===== src/rtl/serial_subtractor_if.sv =====
// Operand/result handshake bundle for the bit-serial subtractor.
// Operands travel on the in_* side, the completed result on the out_* side.
interface serial_subtractor_if #(
    parameter int WIDTH = 8
);
    logic             in_valid;
    logic             in_ready;
    logic [WIDTH-1:0] a;
    logic [WIDTH-1:0] b;
    logic             bin;
    logic             out_valid;
    logic             out_ready;
    logic [WIDTH-1:0] diff;
    logic             bout;
    logic             ovf;

    modport master (
        output in_valid, a, b, bin, out_ready,
        input  in_ready, out_valid, diff, bout, ovf
    );

    modport slave (
        input  in_valid, a, b, bin, out_ready,
        output in_ready, out_valid, diff, bout, ovf
    );
endinterface


===== src/rtl/serial_subtractor.sv =====
// Bit-serial a - b - bin, LSB first, through one full-subtractor cell and a borrow register.
// Latency: out_valid rises WIDTH edges after the accepting edge; one op per WIDTH+2 cycles.
// Backpressure: the result is held in DONE for as long as out_ready stays low; no new operands meanwhile.
module serial_subtractor #(
    parameter int WIDTH = 8
) (
    input  logic                 clk,
    input  logic                 rst,
    serial_subtractor_if.slave   io
);
    localparam int CW = $clog2(WIDTH);

    localparam logic [1:0] S_IDLE = 2'd0;
    localparam logic [1:0] S_RUN  = 2'd1;
    localparam logic [1:0] S_DONE = 2'd2;

    logic [1:0]       state;
    logic [WIDTH-1:0] a_sr;
    logic [WIDTH-1:0] b_sr;
    logic [WIDTH-1:0] diff_q;
    logic             borrow;
    logic             bout_q;
    logic             ovf_q;
    logic [CW-1:0]    cnt;

    logic ai;
    logic bi;
    logic d_bit;
    logic bo_bit;

    // Full-subtractor cell on the current LSBs and the registered borrow.
    always_comb begin
        ai     = a_sr[0];
        bi     = b_sr[0];
        d_bit  = ai ^ bi ^ borrow;
        bo_bit = (~ai & bi) | (~(ai ^ bi) & borrow);
    end

    always_ff @(posedge clk) begin
        if (rst) begin
            state  <= S_IDLE;
            a_sr   <= '0;
            b_sr   <= '0;
            diff_q <= '0;
            borrow <= 1'b0;
            bout_q <= 1'b0;
            ovf_q  <= 1'b0;
            cnt    <= '0;
        end else begin
            case (state)
                S_IDLE: begin
                    if (io.in_valid) begin
                        a_sr   <= io.a;
                        b_sr   <= io.b;
                        borrow <= io.bin;
                        cnt    <= '0;
                        state  <= S_RUN;
                    end
                end
                S_RUN: begin
                    diff_q <= {d_bit, diff_q[WIDTH-1:1]};
                    a_sr   <= a_sr >> 1;
                    b_sr   <= b_sr >> 1;
                    borrow <= bo_bit;
                    if (cnt == CW'(WIDTH - 1)) begin
                        // Signed overflow: borrow into the sign bit differs from borrow out of it.
                        ovf_q  <= borrow ^ bo_bit;
                        bout_q <= bo_bit;
                        state  <= S_DONE;
                    end else begin
                        cnt <= cnt + 1'b1;
                    end
                end
                S_DONE: begin
                    if (io.out_ready) begin
                        state <= S_IDLE;
                    end
                end
                default: state <= S_IDLE;
            endcase
        end
    end

    assign io.in_ready  = (state == S_IDLE);
    assign io.out_valid = (state == S_DONE);
    assign io.diff      = diff_q;
    assign io.bout      = bout_q;
    assign io.ovf       = ovf_q;
endmodule


===== src/flat_wrapper.sv =====
// flat-port wrapper written by rule: the top's interface ports become plain ports
module serial_subtractor_flat 
#(
    parameter int WIDTH = 8
)
  (clk, rst, io_in_valid, io_a, io_b, io_bin, io_out_ready, io_in_ready, io_out_valid, io_diff, io_bout, io_ovf);
  serial_subtractor_if #(.WIDTH(WIDTH)) io_i ();
  input  logic clk;
  input  logic rst;
  input wire logic [$bits(io_i.in_valid)-1:0] io_in_valid;
  input wire logic [$bits(io_i.a)-1:0] io_a;
  input wire logic [$bits(io_i.b)-1:0] io_b;
  input wire logic [$bits(io_i.bin)-1:0] io_bin;
  input wire logic [$bits(io_i.out_ready)-1:0] io_out_ready;
  output wire logic [$bits(io_i.in_ready)-1:0] io_in_ready;
  output wire logic [$bits(io_i.out_valid)-1:0] io_out_valid;
  output wire logic [$bits(io_i.diff)-1:0] io_diff;
  output wire logic [$bits(io_i.bout)-1:0] io_bout;
  output wire logic [$bits(io_i.ovf)-1:0] io_ovf;
  assign io_i.in_valid = io_in_valid;
  assign io_i.a = io_a;
  assign io_i.b = io_b;
  assign io_i.bin = io_bin;
  assign io_i.out_ready = io_out_ready;
  assign io_in_ready = io_i.in_ready;
  assign io_out_valid = io_i.out_valid;
  assign io_diff = io_i.diff;
  assign io_bout = io_i.bout;
  assign io_ovf = io_i.ovf;
  serial_subtractor #(.WIDTH(WIDTH)) u_core (.clk(clk), .rst(rst), .io(io_i));
endmodule

===== config.mk =====
export PLATFORM = sky130hd
export DESIGN_NAME = serial_subtractor_flat
export DESIGN_NICKNAME = d
export VERILOG_FILES = /design/src/rtl/serial_subtractor_if.sv /design/src/rtl/serial_subtractor.sv /design/src/flat_wrapper.sv
export SDC_FILE = /design/constraint.sdc
export NUM_CORES = 1
export LEC_CHECK = 0
export ABC_CLOCK_PERIOD_IN_PS = 2200
export CAP_MARGIN = 20
export CORE_AREA = 2 2 56 58
export DETAILED_ROUTE_END_ITERATION = 16
export DIE_AREA = 0 0 58 60
export PLACE_DENSITY = 0.9
export SETUP_SLACK_MARGIN = 0.15
export SLEW_MARGIN = 10
export SYNTH_ARGS = -nofsm -noshare
export SYNTH_HDL_FRONTEND = slang
export SYNTH_SLANG_ARGS = --single-unit

===== constraint.sdc =====
create_clock -name clk -period 2.2 [get_ports clk]
set_clock_uncertainty 0.15 [all_clocks]
set_input_delay 0.55 -clock clk [delete_from_list [all_inputs] [get_ports clk]]
set_output_delay 0.55 -clock clk [all_outputs]
set_load 0.05 [all_outputs]

[Word level (Yosys, flattened, before mapping)]
Index checks and enable logic that the tools add are counted.
Cells by class
  $add $sub $neg: 1
  multiply operators: 0
  divide/modulo/power cells: 0
  magnitude comparators: 0
  equality and inequality tests: 7
  shift-type cells: 0
  mux-type cells: 13
  bitwise logic cells: 8
  reductions and logical operators: 6
Operators with widths (count)
  $pmux 8 s2: 2
  $mux 8: 2
  $mux 2: 3
  $mux 3: 2
  $ne 2x2->1 const B: 3
  $pmux 2 s3: 1
  $pmux 3 s2: 1
  $reduce_and 3->1: 2
  $reduce_and 2->1: 2
  $add 3x1->3 const B: 1
  $eq 3x3->1 const B: 1
  $xor 1x1->1: 3
  $and 1x1->1: 2
  $eq 2x1->1 const B: 1
  $eq 2x2->1 const B: 1
  $logic_not 2->1: 1
  $ne 2x1->1 const B: 1
  $not 1->1: 2
  $pmux 1 s2: 1
  $reduce_bool 2->1: 1
  $mux 1: 1
  $or 1x1->1: 1
Word-level totals
  register bits: 32
  bits in latches: 0
  RAM bits: 0
  ROM bits: 0
  bits of input ports: 21
  output and inout port bits: 12
  word-level logic and storage cells: 43
  memories kept: 0

[Longest topological paths before layout]
Gate-level depths: netlist of the first run.
  word-level depth: 5
  gate-level depth with buffers: 5
  depth with buffers taken out: 5

[Worst setup path after synthesis of the first run]
Ideal clock, no wire load.
  path kind: register to output
  start: register u_core.state[0]
  end: output port io_in_ready
  arrival: 1.193 ns
  required time: 1.500 ns
  path slack: 0.307 ns
  cell stages (with the launch flop): 3
  path buffers: 1
  path through: dfxtp_1 -> buf_6 -> nor2_1
Between the ends
  word-level cells in the longest chain between the ends: 1
RTL lines
  start: declaration: line serial_subtractor.sv:17  | logic [1:0] state;
  start signal: assignment: line serial_subtractor.sv:41  | state <= S_IDLE;
  start signal: assignment: line serial_subtractor.sv:57  | state <= S_RUN;
  start signal: assignment: line serial_subtractor.sv:69  | state <= S_DONE;
  $logic_not 2->1: line serial_subtractor.sv:84  | assign io.in_ready = (state == S_IDLE);
  end: declaration: line flat_wrapper.sv:15  | output wire logic [$bits(io_i.in_ready)-1:0] io_in_ready;
Every way passes these cells.

[Final worst setup path of the first run]
  start: register u_core.state[0]
  end: output port io_out_valid
Between the ends
  word-level cells in the longest chain between the ends: 1
RTL lines
  $eq 2x2->1: line serial_subtractor.sv:85  | assign io.out_valid = (state == S_DONE);
  end: declaration: line flat_wrapper.sv:16  | output wire logic [$bits(io_i.out_valid)-1:0] io_out_valid;
Every way passes these cells.

==> impl_metrics.json, run 1 <==
{
  "fmax_ghz": 0.507,
  "seq_area_frac_synth": 0.446,
  "syn_area_per_cell_um2": 9.58,
  "grt_pass1_wl_um": 5060,
  "hold_buffers": 0,
  "syn_nets": 174,
  "layout-drive-gt1-share": 0.164,
  "grt_pass1_vias": 1189,
  "wl_per_cell_um": 13.5,
  "cts_sinks": 32,
  "track_usage": 0.196,
  "max_cap_violations": 0,
  "die_y_um": 60,
  "finalCritPeriodShare": 0.896,
  "finalCriticalPeriod_ns": 1.97,
  "grt_busiest_layer": "met2",
  "drt_pass1_iterations": 4,
  "overflow": 0,
  "power_density_nw_per_um2": 645,
  "row_count": 20,
  "grt_use_met1": 0.206,
  "tns_ns": 0,
  "antenna_found_initial": 0,
  "routed_wl_um": 2920,
  "drtAntennaViolNets": 0,
  "die_w_um": 58,
  "clk-insertion-delay-late_ns": 0.33,
  "total_leakage_power_nw": 0.717,
  "dp_cells": 209,
  "setup_violations": 0,
  "rsz0062_at_grt": "false",
  "syn_to_final_growth_pct": 25.4,
  "synth-main-ff-cell": "dfxtp_1",
  "yosys_warnings": 0,
  "synth_cells": 150,
  "end_kind": "output port",
  "grt_start_max_net_pins": 31,
  "cts_buffer_depth": 2,
  "boundaryPins": 33,
  "use_met2": 0.360,
  "drt_iter0_drc": 16,
  "cts_tree": "built",
  "async_reset_ff_frac": 0,
  "ys_types": 29,
  "ctsHtreeMaxLevel": 2,
  "critPathLaunchType": "flip-flop",
  "initial_core_util": 0.495,
  "clk_pin_slew_ns": 0.10,
  "nets": 207,
  "gp_congestion": 0.743,
  "cts-root-buf": "clkbuf_4",
  "worst-setup-path-type": "reg2out",
  "die-area_um2": 3480,
  "maxSlewHeadroom": 0.608,
  "hold_violations": 0,
  "worst_pin_slew_ns": 0.586,
  "slew_viol_final": 0,
  "post_cts_buffers": 0,
  "min_path_type": "reg2reg",
  "use_met3": 0.0628,
  "status": "completed",
  "ys_ff_latch": 32,
  "numCtsBuffers": 5,
  "crit_required_ns": 1.50,
  "final_util": 0.621,
  "fin_cells": 216,
  "antenna_cells": 0,
  "crit_fanout": 8,
  "irDropWorstVdd_uv": 488,
  "synth_edf_count": 0,
  "hpwl_um": 2200,
  "drc": 0,
  "worstPathArrival_ns": 1.27,
  "synth.cell_area_um2": 1440,
  "r2r_setup_slack_ns": 0.41,
  "port_buffers": 32,
  "viasPerCell": 5.41,
  "num_vias": 1168,
  "core-area_um2": 2900
}
==> cells in the final DEF, fill, tap and decap left out <==
cell type / count
a21oi_1: 11
o21bai_1: 1
clkinv_2: 1
nor4b_2: 1
dlygate4sd2_1: 5
inv_1: 4
nand2b_1: 5
buf_4: 10
nor2_1: 19
a32oi_1: 2
buf_12: 1
mux2i_1: 16
clkinvlp_4: 1
nand2_1: 20
ha_1: 2
nor2b_1: 2
o31ai_1: 1
clkbuf_4: 5
nand3_1: 1
o21ai_0: 2
nand3b_1: 1
clkdlybuf4s50_1: 20
o21ba_2: 1
and2b_1: 1
xnor2_1: 1
a211oi_2: 10
dfxtp_1: 32
or2b_1: 1
fa_1: 1
a211oi_1: 5
==> cells in the mapped netlist, types with 2 or more instances <==
master	n	area (µm²)
o21ai_0	2	10.0
nor2_1	19	71.3
nor2b_1	2	12.5
buf_1	2	7.51
dfxtp_1	32	641
inv_1	4	15.0
a21oi_1	11	55.1
nand2b_1	5	31.3
ha_1	2	25.0
buf_2	4	20.0
nand2_1	20	75.1
a211oi_1	5	37.5
a211oi_2	10	125
mux2i_1	16	160
a32oi_1	2	17.5
==> flip-flops by register name (all words and copies together) (netlist names) <==
register,count
u_core.cnt,3
u_core.io.ovf,1
u_core.borrow,1
u_core.io.bout,1
u_core.b_sr,8
u_core.state,2
u_core.a_sr,8
u_core.io.diff,8
==> per-layer routing <==
metal | up-vias | part of all wire
met2 | 29 | 0.52
met5 | - | 0
met1 | 549 | 0.41
met4 | 0 | 0.019
met3 | 6 | 0.050
li1 | 584 | -
==> cells by family after synthesis <==
family | count (synthesis) | share of synthesized area
and+or+nand+nor | 51 | 0.162
AOI/OAI and AO/OA | 33 | 0.188
DFF | 32 | 0.446
muxes | 16 | 0.111
buffers and inverters | 14 | 0.0557
adders and majority gates | 3 | 0.0313
xor gates and xnor gates | 1 | 0.00609
==> stage by stage <==
stage / hold slack [ns] / instance area [µm²] / power [mW] / setup WS [ns]
2_1_floorplan: 0.302 / 1440 / 0.799 / 0.307
3_3_place_gp: 0.293 / 1760 / 0.857 / 0.296
3_5_place_dp: 0.308 / 1760 / 0.871 / 0.191
4_1_cts: 0.320 / 1800 / 1.17 / 0.218
5_1_grt: 0.344 / 1800 / 1.22 / 0.174
6_report: 0.318 / 1800 / 1.16 / 0.229
==> worst max-delay path: stages, from the launching register on <==
cell and delay [ns]:
dfxtp_1 0.51, and2b_1 0.25, buf_4 0.19
==> path summary, 6_finish.rpt <==
check / startpoint / endpoint / cells past startpoint
setup / recovery: u_core.state[0] / io_out_valid / 2
hold reg to reg: u_core.io.diff[0] / u_core.io.diff[0] / 2
hold / removal: u_core.io.diff[0] / u_core.io.diff[0] / 2
setup reg to reg: u_core.state[0] / u_core.cnt[1] / 4
==> power breakdown <==
group	total, mW	switching [mW]	internal (mW)
Sequential	0.638	0.0239	0.614
Combinational	0.219	0.112	0.107
Clock	0.307	0.191	0.116
Total	1.16	0.326	0.837
==> cell type report <==
cell class / instances / area, µm²
clock buffers: 5 / 37.5
multi-input cells: 104 / 717
fillers: 248 / 1100
inverters: 4 / 15.0
well taps: 33 / 41.3
clock inverters: 2 / 12.5
repair buffers: 36 / 339
flip-flops and latches: 32 / 641
==> repair_timing <==
action,CTS,global route
resized for setup,5,0
hold endpoints to repair,0,0
setup endpoints to repair,5,0
Power figures use the tool's default switching activity.
==> inputs of run 2 (changes only) <==
Settings changed: SKIP_LAST_GASP from default to 1.
==> results of run 2 <==
Same layout as run 1: the final DEF is identical, and so are final timing and power.
==> patch: new RTL, flow settings as in run 2 <==
Reset style: asynchronous (`rst`), changed in one clocked block.
--- a/src/rtl/serial_subtractor.sv
+++ b/src/rtl/serial_subtractor.sv
@@ -36,7 +36,7 @@
         bo_bit = (~ai & bi) | (~(ai ^ bi) & borrow);
     end
 
-    always_ff @(posedge clk) begin
+    always_ff @(posedge clk or posedge rst) begin
         if (rst) begin
             state  <= S_IDLE;
             a_sr   <= '0;
Check against the original RTL: differs if rst is asserted again (counterexample within 4 cycles, from zero or initial values and one cycle with rst high); with rst held inactive, the same outputs for 10 cycles.
==> patch against run 2 <==
Core utilization rose by 2.4 points; critical endpoint unchanged; routed wire length rose by 9.7%; sequential cell count did not move; largest cell class is now sequential cells; global-route usage rose by 1.1 points; final area rose by 3.9%; critical path type unchanged; area after synthesis rose by 4.7%; cell count fell by 6.5%; synthesized cell count fell by 8.7%; hold slack improved by 0.016 ns; setup slack improved by 0.034 ns.
Power is not compared: it rests on default switching activity, and its combinational part moved more than twofold at a synthesized area within 25%.
==> patch: results (changes against run 2) <==
| Metric | Value |
|---|---|
| Layout clock area frac | 3.47% (+0.70 points) |
| Layout cells sized above 1 | 18.3% (+1.9 points) |
| Multi-input combinational area share | 32.1% (-7.7 points) |
| RePlAce Congestion | 0.775 (+4.3%) |
| Post-Syn Nets | 161 (-7.5%) |
| Fraction of area in registers | 42.8% (+7.3 points) |
| Non-clk bufs | 35 (-2.8%) |
| First-pass GRT wire length | 5.18 mm (+2.3%) |
| Synth top cells by count | dfrtp_1 (32), o22ai_1 (30), a21oi_1 (17) |
| Gr usage total | 20.7% (+1.1 points) |
| Post-Synthesis Cells | 137 (-8.7%) |
| Drt first pass iters | 5 (+1) |
| Crit Path Max Fanout | 14 (+6) |
| Nets | 193 (-6.8%) |
| Average wire per standard cell | 15.8 um (+17%) |
| Area contributors post-synth | dfrtp_1 (53%), o22ai_1 (12%), a21oi_1 (5.7%) |
| DR iter-0 viols | 68 (+52) |
| Non-clk buf share | 18.2% (-0.57 points) |
| CLK BUF | 7 (+2) |
| Worst slack, placed | 0.102 ns (-0.0895 ns) |
| Largest net degree at the start of global routing | 33 (+6.5%) |
| Vias in the first global route | 1,143 (-3.9%) |
| Critical path's slowest cell | dfrtp_2 |
| Asr flop ratio synth | 100% (+100 points) |
| #MultiIn Comb | 89 (-14%) |
| Inverters excl. clock | 6 (+2) |
| DRT Wirelength | 3.20 mm (+9.7%) |
| Fillers | 226 (-8.9%) |
| Via/cell ratio | 5.95 (+10%) |
| HPWL Detailed | 2.26 mm (+2.8%) |
| Netlist cell types | 27 (-6.9%) |
| Highest ir drop seen on vdd | 1.07 mV |
| Slew @ Worst Pin | 0.499 ns (-0.0874 ns) |
| Status | finished, final reports clean |
-- patch: layer usage --
metal | routed length [um] | track usage, %
met3 | 201 | 8.01
met4 | 93 | 9.63
met5 | 0 | 0
met1 | 1290 | 25.7
met2 | 1610 | 32.0
-- patch: path summary, 6_finish.rpt --
| kind | startpoint | endpoint | slack [ns] | cells after the start |
|---|---|---|---|---|
| max in group asynchronous | rst | u_core.state[1]$_DFFE_PP0P_ | 1.16 | 3 |
| worst max-delay path | u_core.state[1]$_DFFE_PP0P_ | io_out_valid | 0.26 | 3 |
| worst max register to register | u_core.state[0]$_DFFE_PP0P_ | u_core.cnt[1]$_DFFE_PP0P_ | 0.62 | 2 |
| min in group asynchronous | rst | u_core.io.diff[1]$_DFFE_PP0N_ | 0.44 | 3 |
| worst min-delay path | u_core.io.bout$_DFFE_PP0P_ | u_core.io.bout$_DFFE_PP0P_ | 0.33 | 2 |
| worst min register to register | u_core.io.bout$_DFFE_PP0P_ | u_core.io.bout$_DFFE_PP0P_ | 0.33 | 2 |
-- patch: kinds of logic (layout without fill, tap and decap cells) --
| group | count (synthesis) | in the layout | synth area share (%) |
|---|---|---|---|
| XOR/XNOR | 1 | 1 | 0.582 |
| AND/OR/NAND/NOR | 15 | 15 | 5.49 |
| flip-flops | 32 | 32 | 53.2 |
| adder cells (fa/ha/maj) | 3 | 3 | 2.99 |
| AO/OA/AOI/OAI | 62 | 62 | 23.6 |
| buffers and inverters | 16 | 48 | 6.90 |
| multiplexers | 8 | 8 | 7.23 |
-- patch: timing repair --
item	in CTS	in global routing
setup endpoints to repair	4	0
resized for setup	4	0
setup buffers	0	0
-- patch: worst max-delay path, delay by kind of cell (launching register included) --
family        cells  cell delay [ns]
flops             1             0.50
buf+inv           2             0.23
simple gates      1             0.17
